**src/rtl/lsu_pkg.sv**
```systemverilog
// rtl/lsu_pkg.sv - shared state type, access size codes and load lane extraction for the LSU
// Contents:
//   lsu_state_e   : access sequencer states (IDLE/RD/WR/DONE)
//   SIZE_B/H/W    : req_size encodings; 2'b11 is handled like SIZE_W
//   lane_extract  : pick the byte/halfword lane out of a RAM word and extend it
package lsu_pkg;

  typedef enum logic [1:0] {
    IDLE = 2'd0,
    RD   = 2'd1,
    WR   = 2'd2,
    DONE = 2'd3
  } lsu_state_e;

  localparam logic [1:0] SIZE_B = 2'b00;
  localparam logic [1:0] SIZE_H = 2'b01;
  localparam logic [1:0] SIZE_W = 2'b10;

  // Halfword lane selection only looks at off[1], so an odd halfword address
  // reads the enclosing aligned halfword.
  function automatic logic [31:0] lane_extract(input logic [31:0] word,
                                               input logic [1:0]  off,
                                               input logic [1:0]  size,
                                               input logic        uns);
    logic [7:0]  b;
    logic [15:0] h;
    logic [31:0] res;
    case (off)
      2'd0:    b = word[7:0];
      2'd1:    b = word[15:8];
      2'd2:    b = word[23:16];
      default: b = word[31:24];
    endcase
    h = off[1] ? word[31:16] : word[15:0];
    case (size)
      SIZE_B:  res = uns ? {24'd0, b} : {{24{b[7]}}, b};
      SIZE_H:  res = uns ? {16'd0, h} : {{16{h[15]}}, h};
      default: res = word;
    endcase
    return res;
  endfunction

endpackage

```
**src/rtl/lsu_wishbone_if.sv**
```systemverilog
// rtl/lsu_wishbone_if.sv - request/response and Wishbone RAM signals of the load/store unit
// Signals:
//   req_valid/req_ready/req_we/req_size/req_unsigned/req_addr/req_wdata : core request
//   rsp_valid/rsp_rdata/rsp_err                                       : one-cycle completion
//   STB_O/WE_O/ADR_O/DAT_O/DAT_I                                      : Wishbone data RAM port
// Modports:
//   master : the LSU (drives ready, responses and the Wishbone strobes)
//   slave  : the environment (core request side plus the RAM)
interface lsu_wishbone_if;

  logic        req_valid;
  logic        req_ready;
  logic        req_we;
  logic [1:0]  req_size;
  logic        req_unsigned;
  logic [31:0] req_addr;
  logic [31:0] req_wdata;

  logic        rsp_valid;
  logic [31:0] rsp_rdata;
  logic        rsp_err;

  logic        STB_O;
  logic        WE_O;
  logic [31:0] ADR_O;
  logic [31:0] DAT_O;
  logic [31:0] DAT_I;

  modport master (
    input  req_valid, req_we, req_size, req_unsigned, req_addr, req_wdata, DAT_I,
    output req_ready, rsp_valid, rsp_rdata, rsp_err, STB_O, WE_O, ADR_O, DAT_O
  );

  modport slave (
    output req_valid, req_we, req_size, req_unsigned, req_addr, req_wdata, DAT_I,
    input  req_ready, rsp_valid, rsp_rdata, rsp_err, STB_O, WE_O, ADR_O, DAT_O
  );

endinterface

```
**src/rtl/lsu_lane_align.sv**
```systemverilog
// rtl/lsu_lane_align.sv - combinational lane extraction for loads and lane merge for sub-word stores
// Ports:
//   word_i   : current RAM word (DAT_I during the read strobe)
//   off_i    : captured addr[1:0]
//   size_i   : captured req_size
//   uns_i    : captured req_unsigned
//   wdata_i  : captured store data, right-aligned
//   load_o   : extended load result
//   merged_o : RAM word with the store lane replaced (wdata_i itself for word stores)
module lsu_lane_align
  import lsu_pkg::*;
(
  input  logic [31:0] word_i,
  input  logic [1:0]  off_i,
  input  logic [1:0]  size_i,
  input  logic        uns_i,
  input  logic [31:0] wdata_i,
  output logic [31:0] load_o,
  output logic [31:0] merged_o
);

  assign load_o = lane_extract(word_i, off_i, size_i, uns_i);

  always_comb begin
    merged_o = word_i;
    case (size_i)
      SIZE_B: begin
        case (off_i)
          2'd0:    merged_o[7:0]   = wdata_i[7:0];
          2'd1:    merged_o[15:8]  = wdata_i[7:0];
          2'd2:    merged_o[23:16] = wdata_i[7:0];
          default: merged_o[31:24] = wdata_i[7:0];
        endcase
      end
      SIZE_H: begin
        if (off_i[1]) merged_o[31:16] = wdata_i[15:0];
        else          merged_o[15:0]  = wdata_i[15:0];
      end
      default: merged_o = wdata_i;
    endcase
  end

endmodule

```
**src/rtl/lsu_wishbone.sv**
```systemverilog
// rtl/lsu_wishbone.sv - load/store unit turning core requests into single-cycle Wishbone RAM strobes
// Parameters:
//   BASE_ADDR : subtracted (mod 2^32) from req_addr to form ADR_O
// Ports:
//   CLK_I : clock, rising edge
//   RST_I : synchronous active-high reset
//   bus   : lsu_wishbone_if.master (request, response and Wishbone signals)
// Build option:
//   LSU_ALIGN_CHECK_EN : when defined, misaligned halfword/word accesses complete with rsp_err=1
//                        and no RAM access; when undefined rsp_err is always 0
module lsu_wishbone
  import lsu_pkg::*;
#(
  parameter logic [31:0] BASE_ADDR = 32'h0000_0000
) (
  input  logic           CLK_I,
  input  logic           RST_I,
  lsu_wishbone_if.master bus
);

  lsu_state_e  state_q, state_d;
  logic [1:0]  off_q, off_d;
  logic [1:0]  size_q, size_d;
  logic        uns_q, uns_d;
  logic        we_q, we_d;
  logic [31:0] wdata_q, wdata_d;

  logic        req_ready_q, req_ready_d;
  logic        rsp_valid_q, rsp_valid_d;
  logic [31:0] rsp_rdata_q, rsp_rdata_d;
  logic        rsp_err_q, rsp_err_d;
  logic        stb_q, stb_d;
  logic        wb_we_q, wb_we_d;
  logic [31:0] adr_q, adr_d;
  logic [31:0] dat_o_q, dat_o_d;

  logic [31:0] load_data;
  logic [31:0] merged_word;
  logic        req_misaligned;

  lsu_lane_align u_lane_align (
    .word_i   (bus.DAT_I),
    .off_i    (off_q),
    .size_i   (size_q),
    .uns_i    (uns_q),
    .wdata_i  (wdata_q),
    .load_o   (load_data),
    .merged_o (merged_word)
  );

`ifdef LSU_ALIGN_CHECK_EN
  always_comb begin
    case (bus.req_size)
      SIZE_B:  req_misaligned = 1'b0;
      SIZE_H:  req_misaligned = bus.req_addr[0];
      default: req_misaligned = |bus.req_addr[1:0];
    endcase
  end
`else
  assign req_misaligned = 1'b0;
`endif

  always_comb begin
    state_d     = state_q;
    off_d       = off_q;
    size_d      = size_q;
    uns_d       = uns_q;
    we_d        = we_q;
    wdata_d     = wdata_q;
    adr_d       = adr_q;
    stb_d       = 1'b0;
    wb_we_d     = 1'b0;
    dat_o_d     = 32'd0;
    rsp_valid_d = 1'b0;
    rsp_rdata_d = 32'd0;
    rsp_err_d   = 1'b0;

    case (state_q)
      IDLE: begin
        if (bus.req_valid) begin
          off_d   = bus.req_addr[1:0];
          size_d  = bus.req_size;
          uns_d   = bus.req_unsigned;
          we_d    = bus.req_we;
          wdata_d = bus.req_wdata;
          adr_d   = (bus.req_addr - BASE_ADDR) & 32'hFFFF_FFFC;
          if (req_misaligned) begin
            state_d     = DONE;
            rsp_valid_d = 1'b1;
            rsp_err_d   = 1'b1;
          end else if (bus.req_we && bus.req_size[1]) begin
            // size[1] covers both word and the reserved encoding
            state_d = WR;
            stb_d   = 1'b1;
            wb_we_d = 1'b1;
            dat_o_d = bus.req_wdata;
          end else begin
            state_d = RD;
            stb_d   = 1'b1;
          end
        end
      end
      RD: begin
        if (we_q) begin
          state_d = WR;
          stb_d   = 1'b1;
          wb_we_d = 1'b1;
          dat_o_d = merged_word;
        end else begin
          state_d     = DONE;
          rsp_valid_d = 1'b1;
          rsp_rdata_d = load_data;
        end
      end
      WR: begin
        state_d     = DONE;
        rsp_valid_d = 1'b1;
      end
      default: begin
        state_d = IDLE;
      end
    endcase

    req_ready_d = (state_d == IDLE);
  end

  always_ff @(posedge CLK_I) begin
    if (RST_I) begin
      state_q     <= IDLE;
      off_q       <= 2'd0;
      size_q      <= SIZE_B;
      uns_q       <= 1'b0;
      we_q        <= 1'b0;
      wdata_q     <= 32'd0;
      req_ready_q <= 1'b1;
      rsp_valid_q <= 1'b0;
      rsp_rdata_q <= 32'd0;
      rsp_err_q   <= 1'b0;
      stb_q       <= 1'b0;
      wb_we_q     <= 1'b0;
      adr_q       <= 32'd0;
      dat_o_q     <= 32'd0;
    end else begin
      state_q     <= state_d;
      off_q       <= off_d;
      size_q      <= size_d;
      uns_q       <= uns_d;
      we_q        <= we_d;
      wdata_q     <= wdata_d;
      req_ready_q <= req_ready_d;
      rsp_valid_q <= rsp_valid_d;
      rsp_rdata_q <= rsp_rdata_d;
      rsp_err_q   <= rsp_err_d;
      stb_q       <= stb_d;
      wb_we_q     <= wb_we_d;
      adr_q       <= adr_d;
      dat_o_q     <= dat_o_d;
    end
  end

  assign bus.req_ready = req_ready_q;
  assign bus.rsp_valid = rsp_valid_q;
  assign bus.rsp_rdata = rsp_rdata_q;
  assign bus.rsp_err   = rsp_err_q;
  assign bus.STB_O     = stb_q;
  assign bus.WE_O      = wb_we_q;
  assign bus.ADR_O     = adr_q;
  assign bus.DAT_O     = dat_o_q;

endmodule

```
**src/flat_wrapper.sv**
```systemverilog
// flat-port wrapper written by rule: the top's interface ports become plain ports
module lsu_wishbone_flat import lsu_pkg::*;
#(
  parameter logic [31:0] BASE_ADDR = 32'h0000_0000
)
  (CLK_I, RST_I, bus_req_valid, bus_req_we, bus_req_size, bus_req_unsigned, bus_req_addr, bus_req_wdata, bus_DAT_I, bus_req_ready, bus_rsp_valid, bus_rsp_rdata, bus_rsp_err, bus_STB_O, bus_WE_O, bus_ADR_O, bus_DAT_O);
  lsu_wishbone_if bus_i ();
  input  logic CLK_I;
  input  logic RST_I;
  input wire logic [$bits(bus_i.req_valid)-1:0] bus_req_valid;
  input wire logic [$bits(bus_i.req_we)-1:0] bus_req_we;
  input wire logic [$bits(bus_i.req_size)-1:0] bus_req_size;
  input wire logic [$bits(bus_i.req_unsigned)-1:0] bus_req_unsigned;
  input wire logic [$bits(bus_i.req_addr)-1:0] bus_req_addr;
  input wire logic [$bits(bus_i.req_wdata)-1:0] bus_req_wdata;
  input wire logic [$bits(bus_i.DAT_I)-1:0] bus_DAT_I;
  output wire logic [$bits(bus_i.req_ready)-1:0] bus_req_ready;
  output wire logic [$bits(bus_i.rsp_valid)-1:0] bus_rsp_valid;
  output wire logic [$bits(bus_i.rsp_rdata)-1:0] bus_rsp_rdata;
  output wire logic [$bits(bus_i.rsp_err)-1:0] bus_rsp_err;
  output wire logic [$bits(bus_i.STB_O)-1:0] bus_STB_O;
  output wire logic [$bits(bus_i.WE_O)-1:0] bus_WE_O;
  output wire logic [$bits(bus_i.ADR_O)-1:0] bus_ADR_O;
  output wire logic [$bits(bus_i.DAT_O)-1:0] bus_DAT_O;
  assign bus_i.req_valid = bus_req_valid;
  assign bus_i.req_we = bus_req_we;
  assign bus_i.req_size = bus_req_size;
  assign bus_i.req_unsigned = bus_req_unsigned;
  assign bus_i.req_addr = bus_req_addr;
  assign bus_i.req_wdata = bus_req_wdata;
  assign bus_i.DAT_I = bus_DAT_I;
  assign bus_req_ready = bus_i.req_ready;
  assign bus_rsp_valid = bus_i.rsp_valid;
  assign bus_rsp_rdata = bus_i.rsp_rdata;
  assign bus_rsp_err = bus_i.rsp_err;
  assign bus_STB_O = bus_i.STB_O;
  assign bus_WE_O = bus_i.WE_O;
  assign bus_ADR_O = bus_i.ADR_O;
  assign bus_DAT_O = bus_i.DAT_O;
  lsu_wishbone #(.BASE_ADDR(BASE_ADDR)) u_core (.CLK_I(CLK_I), .RST_I(RST_I), .bus(bus_i));
endmodule
```
**config.mk**
```make
export PLATFORM = sky130hd
export DESIGN_NAME = lsu_wishbone_flat
export DESIGN_NICKNAME = d
export VERILOG_FILES = /design/src/rtl/lsu_pkg.sv /design/src/rtl/lsu_wishbone_if.sv /design/src/rtl/lsu_lane_align.sv /design/src/rtl/lsu_wishbone.sv /design/src/flat_wrapper.sv
export SDC_FILE = /design/constraint.sdc
export NUM_CORES = 1
export LEC_CHECK = 0
export BUFFER_PORTS_ARGS = -buffer_cell sky130_fd_sc_hd__buf_2
export CORE_MARGIN = 8
export CORE_UTILIZATION = 33
export DETAILED_ROUTE_END_ITERATION = 16
export GPL_TIMING_DRIVEN = 0
export PLACE_DENSITY = 0.67
export SYNTH_ARGS = -nofsm -noshare
export SYNTH_HDL_FRONTEND = slang
export SYNTH_SLANG_ARGS = --single-unit
```
**constraint.sdc**
```tcl
create_clock -name CLK_I -period 3 [get_ports CLK_I]
set_input_delay 0.9 -clock CLK_I [delete_from_list [all_inputs] [get_ports CLK_I]]
set_output_delay 0.9 -clock CLK_I [all_outputs]
set_load 0.05 [all_outputs]
```
==> qor.yml, run 1 <==
run_status:
  status: "complete, no violations"
critical_path:
  start_kind: "primary input"
  crit_fanout: 10
  criticalPathCategory: "in2reg"
  cp.arrival_ps: 2280
  cp_slowest_cell: "clkbuf_1"
  cpMostUsedCell: "clkbuf_1"
  slowest_delay_ps: 430
  crit_family: "buffers and inverters"
  cp-end-kind: "register"
  critPathRequiredTime_ps: 3310
  crit_chain: "buf_2 -> clkbuf_1 -> nor2_1 -> clkbuf_1 -> nand2_1 -> o221ai_1"
  crit_buf_inv: 3
pwr:
  combPwrFrac: 0.350
  vdd_drop_max_uv: 479.8
  leakagePower_nw: 3.799
  switching_share: 0.3943
  power_frac_seq: 0.345
  power.share.clock: 0.305
  power-per-cell-area_nw_per_um2: 817.6
  p_sw_mw: 2.602
  p_int_mw: 3.997
  p_total_mw: 6.599
logic_synthesis:
  ys_seq_elements: 138
  yosysMostFrequentCell: "nand2_1"
  yosysTopAreaCellShare: 0.4456
  synth_edf_count: 0
  ys.flop_type: "dfxtp_1"
  yosysUniqueCellTypes: 50
  yosys_warnings: 0
  synth_seq_area_share: 0.4456
  syn_inst: 721
  syn_area_um2: 6200
  synth_top_area_cell: "dfxtp_1"
  netlist_top_cells_count: "nand2_1, dfxtp_1, a21oi_1"
  async_flop_share: 0
  synth_area_leaders: "dfxtp_1, nand2_1, a21oi_1, a22oi_1, mux2i_1"
  syn_avg_cell_area_um2: 8.599
clock_tree:
  cts_tree: "done"
  clock_latency_ps: 430
  post_cts_resized: 0
  post_cts_buffers: 0
  ctsHtreeMaxLevel: 4
  clk_path_buf_depth: 2
  cts.hold.buffers_added: 0
  cts_root_buf: "clkbuf_16"
  cts.sinks: 138
  cts_buffers: 17
  clk_pin_slew_ps: 60
global_route:
  gr-total-overflow: 0
  grt_max_degree: 17
  grt_pass1_vias: 6211
  antenna_found_initial: 9
  grt_first_pass_wirelength_mm: 34.61
  gr-usage-all-layers: 0.1901
floorplan:
  die_width_um: 153.1
  row_count: 50
  start_util: 0.3337
  dieArea_um2: 23430
  io_pins: 204
  die_h_um: 153.1
  coreArea_um2: 18580
sta:
  finalHoldViolCount: 0
  report.final.slew_viol_count: 0
  relSlewSlack: 0.6044
  setup_violations: 0
  fin_worst_skew_ps: 14.96
  tightest_slew_ps: 593.4
  post-route-period-util: 0.6575
  fin_crit_ps: 1973
  finalSetupTns_ps: 0
  rsz0062_at_grt: "false"
  fmax_mhz: 506.9
cells_and_area:
  final_layout_size_suffix_gt1_frac: 0.3134
  layout.filler_cells: 1899
  fin_cells: 1190
  finalNetCount: 1049
  synthToLayoutAreaGrowth_pct: 30.19
routing:
  wl_mm: 22.45
  wire_per_inst_um: 18.86
  dr_total_vias: 6154
  post-route-drc-count: 0
  firstDrtPassIters: 5
  drt_iter0_drc: 556
  vias_per_cell: 5.171
  drtAntennaViolNets: 0
placed_design:
  gp_congestion: 0.8991
  dp_hpwl_mm: 17.34
  io_buffers: 200
  dp.cells: 1157
worst_hold_path:
  min_path_type: "reg2reg"
run:
  maxCapViolCount: 0
layer usage:
layer  GRT usage  share of wire  wire length (µm)  vias to the layer above
li1            -              -                 -                     2962
met1      0.2218           0.41              9251                     2822
met3     0.07358          0.098              2194                       53
met4     0.09001          0.027               596                       14
met2      0.3022           0.46             10320                      303
met5           0         0.0036                80                        -
flip-flops by register name, summed over array words and instances, names as in the netlist:
| name | flops |
|---|---|
| u_core.bus.rsp_rdata | 32 |
| u_core.bus.rsp_valid | 1 |
| u_core.bus.WE_O | 1 |
| u_core.uns_q | 1 |
| u_core.bus.DAT_O | 32 |
| u_core.we_q | 1 |
| u_core.state_q | 2 |
| u_core.bus.STB_O | 1 |
| u_core.off_q | 2 |
| u_core.bus.ADR_O | 30 |
| u_core.size_q | 2 |
| u_core.bus.req_ready | 1 |
| u_core.wdata_q | 32 |
power groups by stage:
stage | clock network, mW | logic [mW] | registers, mW
2_1_floorplan | 0 | 1.12 | 2.84
3_3_place_gp | 0 | 2.29 | 2.30
3_5_place_dp | 0 | 2.30 | 2.31
4_1_cts | 2.06 | 2.31 | 2.27
5_1_grt | 2.13 | 2.51 | 2.30
6_report | 2.01 | 2.31 | 2.28
layout by cell type (no fill, tap or decap), types with 4 or more instances in the layout:
cell type / netlist / routed
clkbuf_1: 23 / 24
a21o_1: 7 / 7
buf_4: 12 / 12
clkinvlp_4: 0 / 5
nand3_2: 16 / 16
o21ai_1: 5 / 5
o31ai_1: 8 / 8
mux2_1: 16 / 16
a22oi_1: 40 / 40
clkbuf_16: 0 / 17
nor2b_1: 9 / 9
nand2_1: 211 / 211
and2_1: 5 / 5
o221ai_1: 24 / 24
dfxtp_1: 138 / 138
buf_1: 4 / 4
a21oi_1: 78 / 78
buf_2: 18 / 218
nor2_1: 9 / 9
o21ai_2: 4 / 4
mux2i_1: 25 / 25
ha_1: 4 / 4
o22ai_1: 8 / 8
and3_1: 10 / 10
o221a_1: 7 / 7
through the flow:
step                utilization  instance area [µm²]  setup slack (ps)  hold WS (ps)
finish                   0.4344                 8071              1027         452.0
detailed placement       0.4037                 7501             546.0         445.2
floorplan                     -                 6207              1143         436.6
global route             0.4344                 8071             805.9         474.2
CTS                      0.4341                 8066             989.6         455.7
global placement         0.4037                 7501             540.2         438.7
worst register-to-register path: stages, from the launching register on:
cell	delay, ps
dfxtp_1	370
inv_1	80
ha_1	280
nand3_1	240
clkbuf_1	470
o221ai_1	290
cell families after synthesis:
| family | synth area share |
|---|---|
| fa+ha+maj | 0.008073 |
| mux | 0.07124 |
| flops | 0.4456 |
| compound gates | 0.2042 |
| buf+inv | 0.05731 |
| other cells | 0.0006049 |
| simple gates | 0.2129 |
final cells by class:
type / count / area, µm² / area share
antenna: 2 / 5.005 / 0.0006201
tap: 234 / 292.8 / 0.03627
clock buffer: 21 / 470.5 / 0.05829
inverter: 6 / 22.52 / 0.002790
multi-input combinational: 518 / 3089 / 0.3827
clock inverter: 10 / 95.09 / 0.01178
timing repair buffer: 200 / 1001 / 0.1240
buffer: 61 / 332.8 / 0.04123
sequential: 138 / 2763 / 0.3423
path summary, 6_finish.rpt:
check / startpoint / end / slack (ps) / cells past startpoint
setup / recovery: RST_I / u_core.bus.DAT_O[16] / 1030 / 6
hold / removal: u_core.bus.ADR_O[2] / u_core.bus.ADR_O[2] / 450 / 2
hold reg to reg: u_core.bus.ADR_O[2] / u_core.bus.ADR_O[2] / 450 / 2
setup reg to reg: u_core.state_q[1] / u_core.bus.DAT_O[25] / 1090 / 5
(Power assumes the default switching activity.)
==> run 2, diff against run 1 <==
==> constraint.sdc (replaced) <==
create_clock -name CLK_I -period 2.02 [get_ports CLK_I]
set_input_delay 0.606 -clock CLK_I [delete_from_list [all_inputs] [get_ports CLK_I]]
set_output_delay 0.606 -clock CLK_I [all_outputs]
set_load 0.05 [all_outputs]
==> run 2 against run 1 <==
Effect of this change:
- power is 48% higher
- global-route usage stayed put
- critical path depth is 1 lower
- routed wire length is 0.12% lower
- combinational power is 48% higher
- non-clock buffer count is 1 lower
- cell count hardly changed
- design area hardly changed
- sequential cell count stayed put
==> qor.yml, run 2 (same netlist as run 1, synthesis figures left out) <==
run_status:
  status: "complete, no violations"
floorplan:
  dieArea_um2: 23430  # unchanged
  start_util: 0.3337  # unchanged
  die_h_um: 153.1  # unchanged
  row_count: 50  # unchanged
  coreArea_um2: 18580  # unchanged
  io_pins: 204  # unchanged
  die_width_um: 153.1  # unchanged
global_route:
  grt_first_pass_wirelength_mm: 34.61  # unchanged
  antenna_found_initial: 9  # unchanged
  gr-usage-all-layers: 0.1901  # unchanged
  grt_max_degree: 17  # unchanged
  grt_pass1_vias: 6211  # unchanged
  gr-total-overflow: 0  # unchanged
placed_design:
  gp_congestion: 0.8991  # unchanged
  io_buffers: 200  # unchanged
  dp.cells: 1157  # unchanged
  pre_cts_ws_ps: -140.0  # -686.0 ps
  dp_hpwl_mm: 17.34  # unchanged
sta:
  finalSetupTns_ps: 0  # unchanged
  fin_worst_skew_ps: 14.86  # -0.1056 ps
  post-route-period-util: 0.9019
  fin_crit_ps: 1822
  report.final.slew_viol_count: 0  # unchanged
  relSlewSlack: 0.5980  # -0.006419
  fmax_mhz: 548.9
  fin_ws_ps: 198.2  # -829.2 ps
  rsz0062_at_grt: "false"
  tightest_slew_ps: 603.0  # +9.630 ps
  finalHoldViolCount: 0  # unchanged
  setup_violations: 0  # unchanged
critical_path:
  critPathRequiredTime_ps: 2270  # -1040 ps
  start_kind: "register"
  crit_fanout: 10  # unchanged
  criticalPathCategory: "reg2reg"
  cp.arrival_ps: 2070  # -210 ps
  cp-end-kind: "register"
clock_tree:
  cts.hold.buffers_added: 0  # unchanged
  cts_root_buf: "clkbuf_16"
  cts_buffers: 17  # unchanged
  cts_tree: "done"
  clk_path_buf_depth: 2  # unchanged
  clock_latency_ps: 430  # about the same
  clk_pin_slew_ps: 60  # about the same
  ctsHtreeMaxLevel: 4  # unchanged
  cts.sinks: 138  # unchanged
routing:
  post-route-drc-count: 0  # unchanged
  vias_per_cell: 5.171  # about the same
  firstDrtPassIters: 5  # unchanged
  wl_mm: 22.42  # -0.12%
  drt_iter0_drc: 508  # -8.6%
  wire_per_inst_um: 18.86  # about the same
  dr_total_vias: 6148  # -0.097%
  drtAntennaViolNets: 0  # unchanged
cells_and_area:
  mostFrequentLayoutCell: "buf_2"
  seqCellArea_um2: 2763  # unchanged
  layout.filler_cells: 1902  # +0.16%
  fin_cells: 1189  # -0.084%
  mostFrequentLayoutCells: "buf_2, nand2_1, dfxtp_1"
  synthToLayoutAreaGrowth_pct: 30.21  # about the same
  multiInputGateArea_um2: 3089  # unchanged
  final_layout_size_suffix_gt1_frac: 0.3179  # +0.004526
  finalNetCount: 1048  # -0.095%
run:
  maxCapViolCount: 0  # unchanged
pwr:
  power-per-cell-area_nw_per_um2: 1213  # +48%
  leakagePower_nw: 3.811  # +0.31%
  vdd_drop_max_uv: 703.6  # +47%
worst_hold_path:
  min_path_type: "in2reg"
run 2: cell types whose count changed in the layout (fill, tap and decap cells not counted), sizes merged:
cell / before / now
buf: 237 / 236
run 2: what timing repair did:
item / in CTS / in global routing
resized for setup: 0 / 8
endpoints found under the setup margin: 0 / 40
setup buffers: 0 / 0
run 2: worst max-delay path: stages (launching register included):
cell	delay, ps
dfxtp_1	370
inv_1	80
ha_1	280
nand3_1	230
clkbuf_1	420
o221ai_1	260
run 2: worst paths after layout:
check / start / endpoint / slack (ps) / cells after the start
worst max-delay path: u_core.state_q[1] / u_core.bus.DAT_O[16] / 200 / 5
worst max register to register: u_core.state_q[1] / u_core.bus.DAT_O[16] / 200 / 5
worst min register to register: u_core.bus.ADR_O[2] / u_core.bus.ADR_O[2] / 450 / 2
worst min-delay path: bus_req_wdata[7] / u_core.bus.DAT_O[7] / 390 / 3
run 2: where the power goes:
group          switching [mW]  total, mW  leakage [nW]  internal [mW]
registers               0.253       3.38          1.12           3.12
logic                    2.40       3.43          2.42           1.03
clock network            1.21       2.99         0.263           1.78
total                    3.86       9.79          3.81           5.93
run 2: final cells by class:
class                           instances  share of cell area
Timing Repair Buffer                  200              0.1240
Clock buffer                           21             0.05828
Buffer                                 60             0.04138
Inverter                                6            0.002790
Clock inverter                         10             0.01178
Tap cell                              234             0.03627
Sequential cell                       138              0.3422
Antenna cell                            2           0.0006200
Multi-Input combinational cell        518              0.3827
run 2: metrics by stage:
step / hold WS [ps] / cell area, µm² / power (mW) / utilization
after floorplan: 436.6 / 6207 / 5.888 / -
after global placement: 438.7 / 7501 / 6.805 / 0.4037
after detailed placement: 445.2 / 7501 / 6.847 / 0.4037
after CTS: 382.3 / 8066 / 9.860 / 0.4341
after global routing: 404.1 / 8073 / 10.30 / 0.4345
final: 392.1 / 8073 / 9.794 / 0.4345
run 2: metal layers:
metal  vias up  global-route usage  part of all wire
met5         -                   0            0.0036
met4        14             0.09001             0.029
met3        57             0.07358             0.099
met2       295              0.3022              0.46
met1      2821              0.2218              0.41
li1       2961                   -                 -
